[src/rtl/morse_key_decoder.sv]
// morse_key_decoder
// Single-key Morse decoder controller. Times key presses and releases with a
// built-in tick prescaler and a saturating duration counter. Presses are
// classified as dit, dash or backspace. Gaps are classified as intra-character,
// character end or word end. Tokens are handed out over a valid/ready interface.
//
// Ports:
//   clk        system clock
//   reset      synchronous, active-high reset
//   key        debounced key level, 1 = pressed
//   out_valid  token available (held until out_ready)
//   out_ready  consumer accepts the token
//   out_kind   0 = CHAR, 1 = SPACE, 2 = BACKSPACE, 3 = ERROR
//   out_len    symbol count for CHAR/ERROR, else 0
//   out_code   bit i = symbol i (bit0 sent first), 1 = dash
//   busy       controller is not idle
module morse_key_decoder #(
    parameter int TICK_DIV       = 50000,
    parameter int DASH_TICKS     = 200,
    parameter int BKSP_TICKS     = 1500,
    parameter int CHAR_GAP_TICKS = 300,
    parameter int WORD_GAP_TICKS = 700,
    parameter int MAX_SYMS       = 6,
    parameter int CNT_W          = 12
) (
    input  logic                              clk,
    input  logic                              reset,
    input  logic                              key,
    output logic                              out_valid,
    input  logic                              out_ready,
    output logic [1:0]                        out_kind,
    output logic [$clog2(MAX_SYMS+1)-1:0]     out_len,
    output logic [MAX_SYMS-1:0]               out_code,
    output logic                              busy
);

    localparam int LEN_W   = $clog2(MAX_SYMS + 1);
    localparam int PRESC_W = $clog2(TICK_DIV);

    localparam logic [PRESC_W-1:0] PRESC_LAST = PRESC_W'(TICK_DIV - 1);
    localparam logic [CNT_W-1:0]   DUR_MAX    = {CNT_W{1'b1}};
    localparam logic [CNT_W-1:0]   DASH_T     = CNT_W'(DASH_TICKS);
    localparam logic [CNT_W-1:0]   BKSP_T     = CNT_W'(BKSP_TICKS);
    localparam logic [CNT_W-1:0]   CHAR_T     = CNT_W'(CHAR_GAP_TICKS);
    localparam logic [CNT_W-1:0]   WORD_T     = CNT_W'(WORD_GAP_TICKS);
    localparam logic [LEN_W-1:0]   MAX_CNT    = LEN_W'(MAX_SYMS);

    localparam logic [1:0] KIND_CHAR  = 2'd0;
    localparam logic [1:0] KIND_SPACE = 2'd1;
    localparam logic [1:0] KIND_BKSP  = 2'd2;
    localparam logic [1:0] KIND_ERROR = 2'd3;

    typedef enum logic [2:0] {
        IDLE  = 3'd0,
        PRESS = 3'd1,
        GAP   = 3'd2,
        EMIT  = 3'd3,
        WORD  = 3'd4
    } state_t;

    state_t               state_r, state_s;
    logic [PRESC_W-1:0]   presc_r, presc_s;
    logic [CNT_W-1:0]     dur_r, dur_s;
    logic [MAX_SYMS-1:0]  sym_buf_r, sym_buf_s;
    logic [LEN_W-1:0]     sym_cnt_r, sym_cnt_s;
    logic                 ovf_r, ovf_s;
    logic                 ret_word_r, ret_word_s;
    logic                 out_valid_r, out_valid_s;
    logic [1:0]           out_kind_r, out_kind_s;
    logic [LEN_W-1:0]     out_len_r, out_len_s;
    logic [MAX_SYMS-1:0]  out_code_r, out_code_s;
    logic                 busy_r;
    logic                 tick_s;
    logic                 is_dash_s;

    assign tick_s    = (presc_r == PRESC_LAST);
    assign is_dash_s = (dur_r >= DASH_T);

    assign out_valid = out_valid_r;
    assign out_kind  = out_kind_r;
    assign out_len   = out_len_r;
    assign out_code  = out_code_r;
    assign busy      = busy_r;

    // Next-state, timer and token-register logic of the decoder FSM.
    always_comb begin
        state_s     = state_r;
        presc_s     = presc_r;
        dur_s       = dur_r;
        sym_buf_s   = sym_buf_r;
        sym_cnt_s   = sym_cnt_r;
        ovf_s       = ovf_r;
        ret_word_s  = ret_word_r;
        out_valid_s = out_valid_r;
        out_kind_s  = out_kind_r;
        out_len_s   = out_len_r;
        out_code_s  = out_code_r;

        // Free-running prescaler; dur advances on each tick and saturates.
        if (tick_s) begin
            presc_s = {PRESC_W{1'b0}};
            if (dur_r != DUR_MAX) begin
                dur_s = dur_r + CNT_W'(1);
            end else begin
                dur_s = dur_r;
            end
        end else begin
            presc_s = presc_r + PRESC_W'(1);
        end

        case (state_r)
            IDLE: begin
                if (key) begin
                    state_s = PRESS;
                    presc_s = {PRESC_W{1'b0}};
                    dur_s   = {CNT_W{1'b0}};
                end else begin
                    state_s = IDLE;
                end
            end

            PRESS: begin
                if (key) begin
                    state_s = PRESS;
                end else if (dur_r >= BKSP_T) begin
                    // Long press cancels whatever was being keyed.
                    out_valid_s = 1'b1;
                    out_kind_s  = KIND_BKSP;
                    out_len_s   = {LEN_W{1'b0}};
                    out_code_s  = {MAX_SYMS{1'b0}};
                    ret_word_s  = 1'b0;
                    sym_buf_s   = {MAX_SYMS{1'b0}};
                    sym_cnt_s   = {LEN_W{1'b0}};
                    ovf_s       = 1'b0;
                    state_s     = EMIT;
                end else begin
                    if (sym_cnt_r == MAX_CNT) begin
                        ovf_s = 1'b1;
                    end else begin
                        for (int i = 0; i < MAX_SYMS; i++) begin
                            if (sym_cnt_r == LEN_W'(i)) begin
                                sym_buf_s[i] = is_dash_s;
                            end else begin
                                sym_buf_s[i] = sym_buf_r[i];
                            end
                        end
                        sym_cnt_s = sym_cnt_r + LEN_W'(1);
                    end
                    state_s = GAP;
                    presc_s = {PRESC_W{1'b0}};
                    dur_s   = {CNT_W{1'b0}};
                end
            end

            GAP: begin
                if (key) begin
                    state_s = PRESS;
                    presc_s = {PRESC_W{1'b0}};
                    dur_s   = {CNT_W{1'b0}};
                end else if (dur_r >= CHAR_T) begin
                    out_valid_s = 1'b1;
                    out_code_s  = sym_buf_r;
                    if (ovf_r) begin
                        out_kind_s = KIND_ERROR;
                        out_len_s  = MAX_CNT;
                        ret_word_s = 1'b0;
                    end else begin
                        out_kind_s = KIND_CHAR;
                        out_len_s  = sym_cnt_r;
                        ret_word_s = 1'b1;
                    end
                    state_s = EMIT;
                end else begin
                    state_s = GAP;
                end
            end

            EMIT: begin
                if (out_valid_r && out_ready) begin
                    out_valid_s = 1'b0;
                    out_kind_s  = 2'd0;
                    out_len_s   = {LEN_W{1'b0}};
                    out_code_s  = {MAX_SYMS{1'b0}};
                    sym_buf_s   = {MAX_SYMS{1'b0}};
                    sym_cnt_s   = {LEN_W{1'b0}};
                    ovf_s       = 1'b0;
                    if (ret_word_r) begin
                        state_s = WORD;
                    end else begin
                        state_s = IDLE;
                    end
                end else begin
                    state_s = EMIT;
                end
            end

            WORD: begin
                if (key) begin
                    state_s = PRESS;
                    presc_s = {PRESC_W{1'b0}};
                    dur_s   = {CNT_W{1'b0}};
                end else if (dur_r >= WORD_T) begin
                    // dur has been running since the last release, so a long
                    // stall in EMIT makes the space load on the first WORD cycle.
                    out_valid_s = 1'b1;
                    out_kind_s  = KIND_SPACE;
                    out_len_s   = {LEN_W{1'b0}};
                    out_code_s  = {MAX_SYMS{1'b0}};
                    ret_word_s  = 1'b0;
                    state_s     = EMIT;
                end else begin
                    state_s = WORD;
                end
            end

            default: begin
                state_s     = IDLE;
                out_valid_s = 1'b0;
                sym_buf_s   = {MAX_SYMS{1'b0}};
                sym_cnt_s   = {LEN_W{1'b0}};
                ovf_s       = 1'b0;
            end
        endcase
    end

    // State, timer, symbol buffer and output token registers.
    always_ff @(posedge clk) begin
        if (reset) begin
            state_r     <= IDLE;
            presc_r     <= {PRESC_W{1'b0}};
            dur_r       <= {CNT_W{1'b0}};
            sym_buf_r   <= {MAX_SYMS{1'b0}};
            sym_cnt_r   <= {LEN_W{1'b0}};
            ovf_r       <= 1'b0;
            ret_word_r  <= 1'b0;
            out_valid_r <= 1'b0;
            out_kind_r  <= 2'd0;
            out_len_r   <= {LEN_W{1'b0}};
            out_code_r  <= {MAX_SYMS{1'b0}};
            busy_r      <= 1'b0;
        end else begin
            state_r     <= state_s;
            presc_r     <= presc_s;
            dur_r       <= dur_s;
            sym_buf_r   <= sym_buf_s;
            sym_cnt_r   <= sym_cnt_s;
            ovf_r       <= ovf_s;
            ret_word_r  <= ret_word_s;
            out_valid_r <= out_valid_s;
            out_kind_r  <= out_kind_s;
            out_len_r   <= out_len_s;
            out_code_r  <= out_code_s;
            busy_r      <= (state_s != IDLE);
        end
    end

endmodule
[config.mk]
export PLATFORM = sky130hd
export DESIGN_NAME = morse_key_decoder
export DESIGN_NICKNAME = d
export VERILOG_FILES = /design/src/rtl/morse_key_decoder.sv
export SDC_FILE = /design/constraint.sdc
export NUM_CORES = 1
export LEC_CHECK = 0
export BUFFER_PORTS_ARGS = -buffer_cell sky130_fd_sc_hd__buf_4
export CAP_MARGIN = 20
export CORE_MARGIN = 2
export CORE_UTILIZATION = 45
export CTS_CLUSTER_DIAMETER = 150
export DETAILED_ROUTE_END_ITERATION = 6
export GPL_ROUTABILITY_DRIVEN = 0
export SKIP_CTS_REPAIR_TIMING = 1
export SLEW_MARGIN = 10
export SYNTH_ARGS = -nofsm -noshare
export SYNTH_HDL_FRONTEND = slang
export SYNTH_SLANG_ARGS = --single-unit
[constraint.sdc]
create_clock -name clk -period 2.2 [get_ports clk]
set_input_delay 0.11 -clock clk [delete_from_list [all_inputs] [get_ports clk]]
set_output_delay 0.11 -clock clk [all_outputs]
set_load 0.01 [all_outputs]
==> metrics.csv <==
metric,value,unit
Yosys warning total,0,
Mapped Nets,358,
placed cells,429,
FF-to-FF Start,dur_r[3],
die area,7300,um2
# H-tree levels,2,
asr flop ratio synth,0,%
critical path class,register to register,
DRC,0,
CTS Buffer Depth,2,
TritonCTS clock tree,built,
Max VDD drop,0.319,mV
ANT cells,0,
reg-to-reg critical path endpoint,busy,
initial antenna violation count,0,
setup tns final,0,ns
final antenna-violating net count,0,
Final Instance Area,3280,um2
"Slew Viols, Final",0,
Cell variety after synth,58,
cell taking the most area after synthesis,dfxtp_1,
final WL,6.35,mm
worst-margin pin slew,0.523,ns
internal power,1310,uW
Final Hold Viols,0,
number of buffers created by CTS,5,
Filler cells,624,
Area contributors post-synth,"dfxtp_1, nor2_1, xnor2_1, ha_1, nand3_1",
period utilisation layout,93.6,%
combinational share of power,9.3,%
Iter 0 DRT Violations,90,
Ports,17,
crit path capture type,register,
ys flop type,dfxtp_1,
layout cells sized above 1,13.9,%
Startpoint Class,register,
"commonest non-fill, non-tap cell in the layout",dfxtp_1,
via/cell ratio,5.65,
number of synthesized flops with an enable pin,0,
Pleak,0.00117,uW
outcome,finished clean,
CP dominant cell by count,a2111oi_4,
"CTS clk-pin slew, worst paths",0.11,ns
"delay-heaviest family, CP",compound AO/OA/AOI/OAI gates,
slew margin rel.,65.1,%
IO buf count,16,
largest net degree at the start of global routing,20,
Synth Cell Area,2980,um2
post-DP HPWL,4.64,mm
slowest CP cell,a2111oi_4,
CTS Root Cell,clkbuf_8,
fin util,51.4,%
post-layout minimum cycle time,2.06,ns
multi-input logic area,1720,um2
Psw,483,uW
worst setup path end,busy,
Core Box Area,6390,um2
Clock Power Share,33.5,%
top cell type's share of synthesized area,36.9,%
Critical Path AT,2.25,ns
via count,2470,
DIE WIDTH,85.4,um
row cnt,29,
final clock skew,0.0122,ns
sequential power share,57.2,%
remaining global-route overflow,0,
R2R depth,5,
drt wl/cell,14.5,um
Critical Path Start,dur_r[3],
Sw Ratio,27.0,%
Non-Filler Instances,437,
router iterations before antenna repair,4,
#FFs+latches synth,55,
Setup-failing EPs final,0,
Post-Syn Instances,346,
achievable clock frequency,0.486,GHz
CP Depth,5,
PwrDens,546,nW/um2
clk_lat worst skew,0.32,ns
RSZ-0062 raised after global routing,no,
R2R setup slack,0.14,ns
sequential area share after synthesis,36.9,%
Seq. cell area,1100,um2
crit-path max cell delay,0.57,ns
All-Layer GR Usage,18.1,%
Die H,85.4,um
Worst Path Required,2.39,ns
post-synthesis average cell area,8.62,um2
MaxCap Viol Count,0,
most frequent cells in the layout,"dfxtp_1, nor2_1, buf_4",
CP Cell Sequence,a41o_1 > a2111oi_4 > o21ai_2 > a2111oi_4 > o221ai_2,
DP Area,3180,um2
vias in the first global route,2261,
Buffers & Inverters on Critical Path,0,
first-pass GRT wire length,10.8,mm
"Area growth, synth to finish",9.98,%
Initial Utilization,46.7,%
NumNets Final,371,
Hold Crit Class,primary input to register,
clock sink count,55,
Total Power,1790,uW
CP Max Fanout,8,
[state kept, by name (all words and copies together) (netlist names), 2 cells and up]
register,flops
presc_r,16
dur_r,12
out_code,6
sym_buf_r,6
out_len,3
state_r,3
sym_cnt_r,3
out_kind,2
[power groups by stage]
stage | sequential, uW | combinational [uW] | clock (uW)
5_1_grt | 1030 | 186 | 664
3_5_place_dp | 1050 | 168 | 0
6_report | 1020 | 167 | 601
4_1_cts | 1020 | 169 | 623
2_1_floorplan | 1040 | 126 | 0
3_3_place_gp | 1050 | 167 | 0
[cells by family after synthesis]
| kind of cell | count (synthesis) | share of synthesized area (%) |
|---|---|---|
| compound gates | 77 | 21.0 |
| xor+xnor | 21 | 6.16 |
| fa+ha+maj | 9 | 3.69 |
| buf+inv | 37 | 5.41 |
| flops | 55 | 36.9 |
| mux | 9 | 3.10 |
| simple gates | 138 | 23.7 |
[worst reg2reg max path, cell delays in order, from the launching register on]
cell and delay [ns]:
dfxtp_1 0.39, a41o_1 0.31, a2111oi_4 0.57, o21ai_2 0.15, a2111oi_4 0.40, o221ai_2 0.12
[routing by layer]
layer | global-route usage, % | vias to the layer above | routed length (um)
met5 | 0 | - | 0
met4 | 5.05 | 0 | 70
met3 | 3.11 | 7 | 271
met2 | 28.5 | 43 | 2840
met1 | 25.5 | 1140 | 3170
li1 | - | 1280 | -
[stage by stage]
stage                     hold WS (ns)  worst slack (ns)
after floorplan                  0.286             0.275
after global placement           0.437             0.175
after detailed placement         0.444             0.132
after CTS                        0.112            0.0985
after global routing             0.128          0.000960
final                            0.106             0.142
[synth_stat cells (all sizes together), types with 2 or more instances]
master / instances
a2111oi: 3
a21boi: 2
a21o: 3
a21oi: 11
a31oi: 11
a41o: 2
and2: 4
and3: 7
and4: 2
buf: 8
clkbuf: 13
dfxtp: 55
ha: 8
inv: 16
mux2: 2
mux2i: 7
nand2: 17
nand2b: 2
nand3: 18
nand4: 7
nor2: 43
nor2b: 6
nor3: 16
nor3b: 4
nor4: 3
nor4bb: 2
o21a: 2
o21ai: 11
o311ai: 8
o31ai: 9
o41ai: 2
or3: 3
or4: 2
xnor2: 12
xor2: 9
[worst min path at each step]
stage,to,cells past startpoint,startpoint
after floorplan,ret_word_r,2,key
after global placement,presc_r[0],1,presc_r[0]
after detailed placement,presc_r[0],1,presc_r[0]
after CTS,sym_cnt_r[1],2,reset
after global routing,sym_cnt_r[1],2,reset
final,sym_cnt_r[1],2,reset
[area by class of cell]
type / count / area share [%]
Clock buffer: 5 / 2.10
Clock inverter: 3 / 0.839
Inverter: 16 / 1.83
Multi-Input combinational cell: 254 / 52.5
Sequential cell: 55 / 33.7
Tap cell: 77 / 2.94
Timing Repair Buffer: 27 / 6.18
Note: power is estimated with default switching activity, not from simulation.
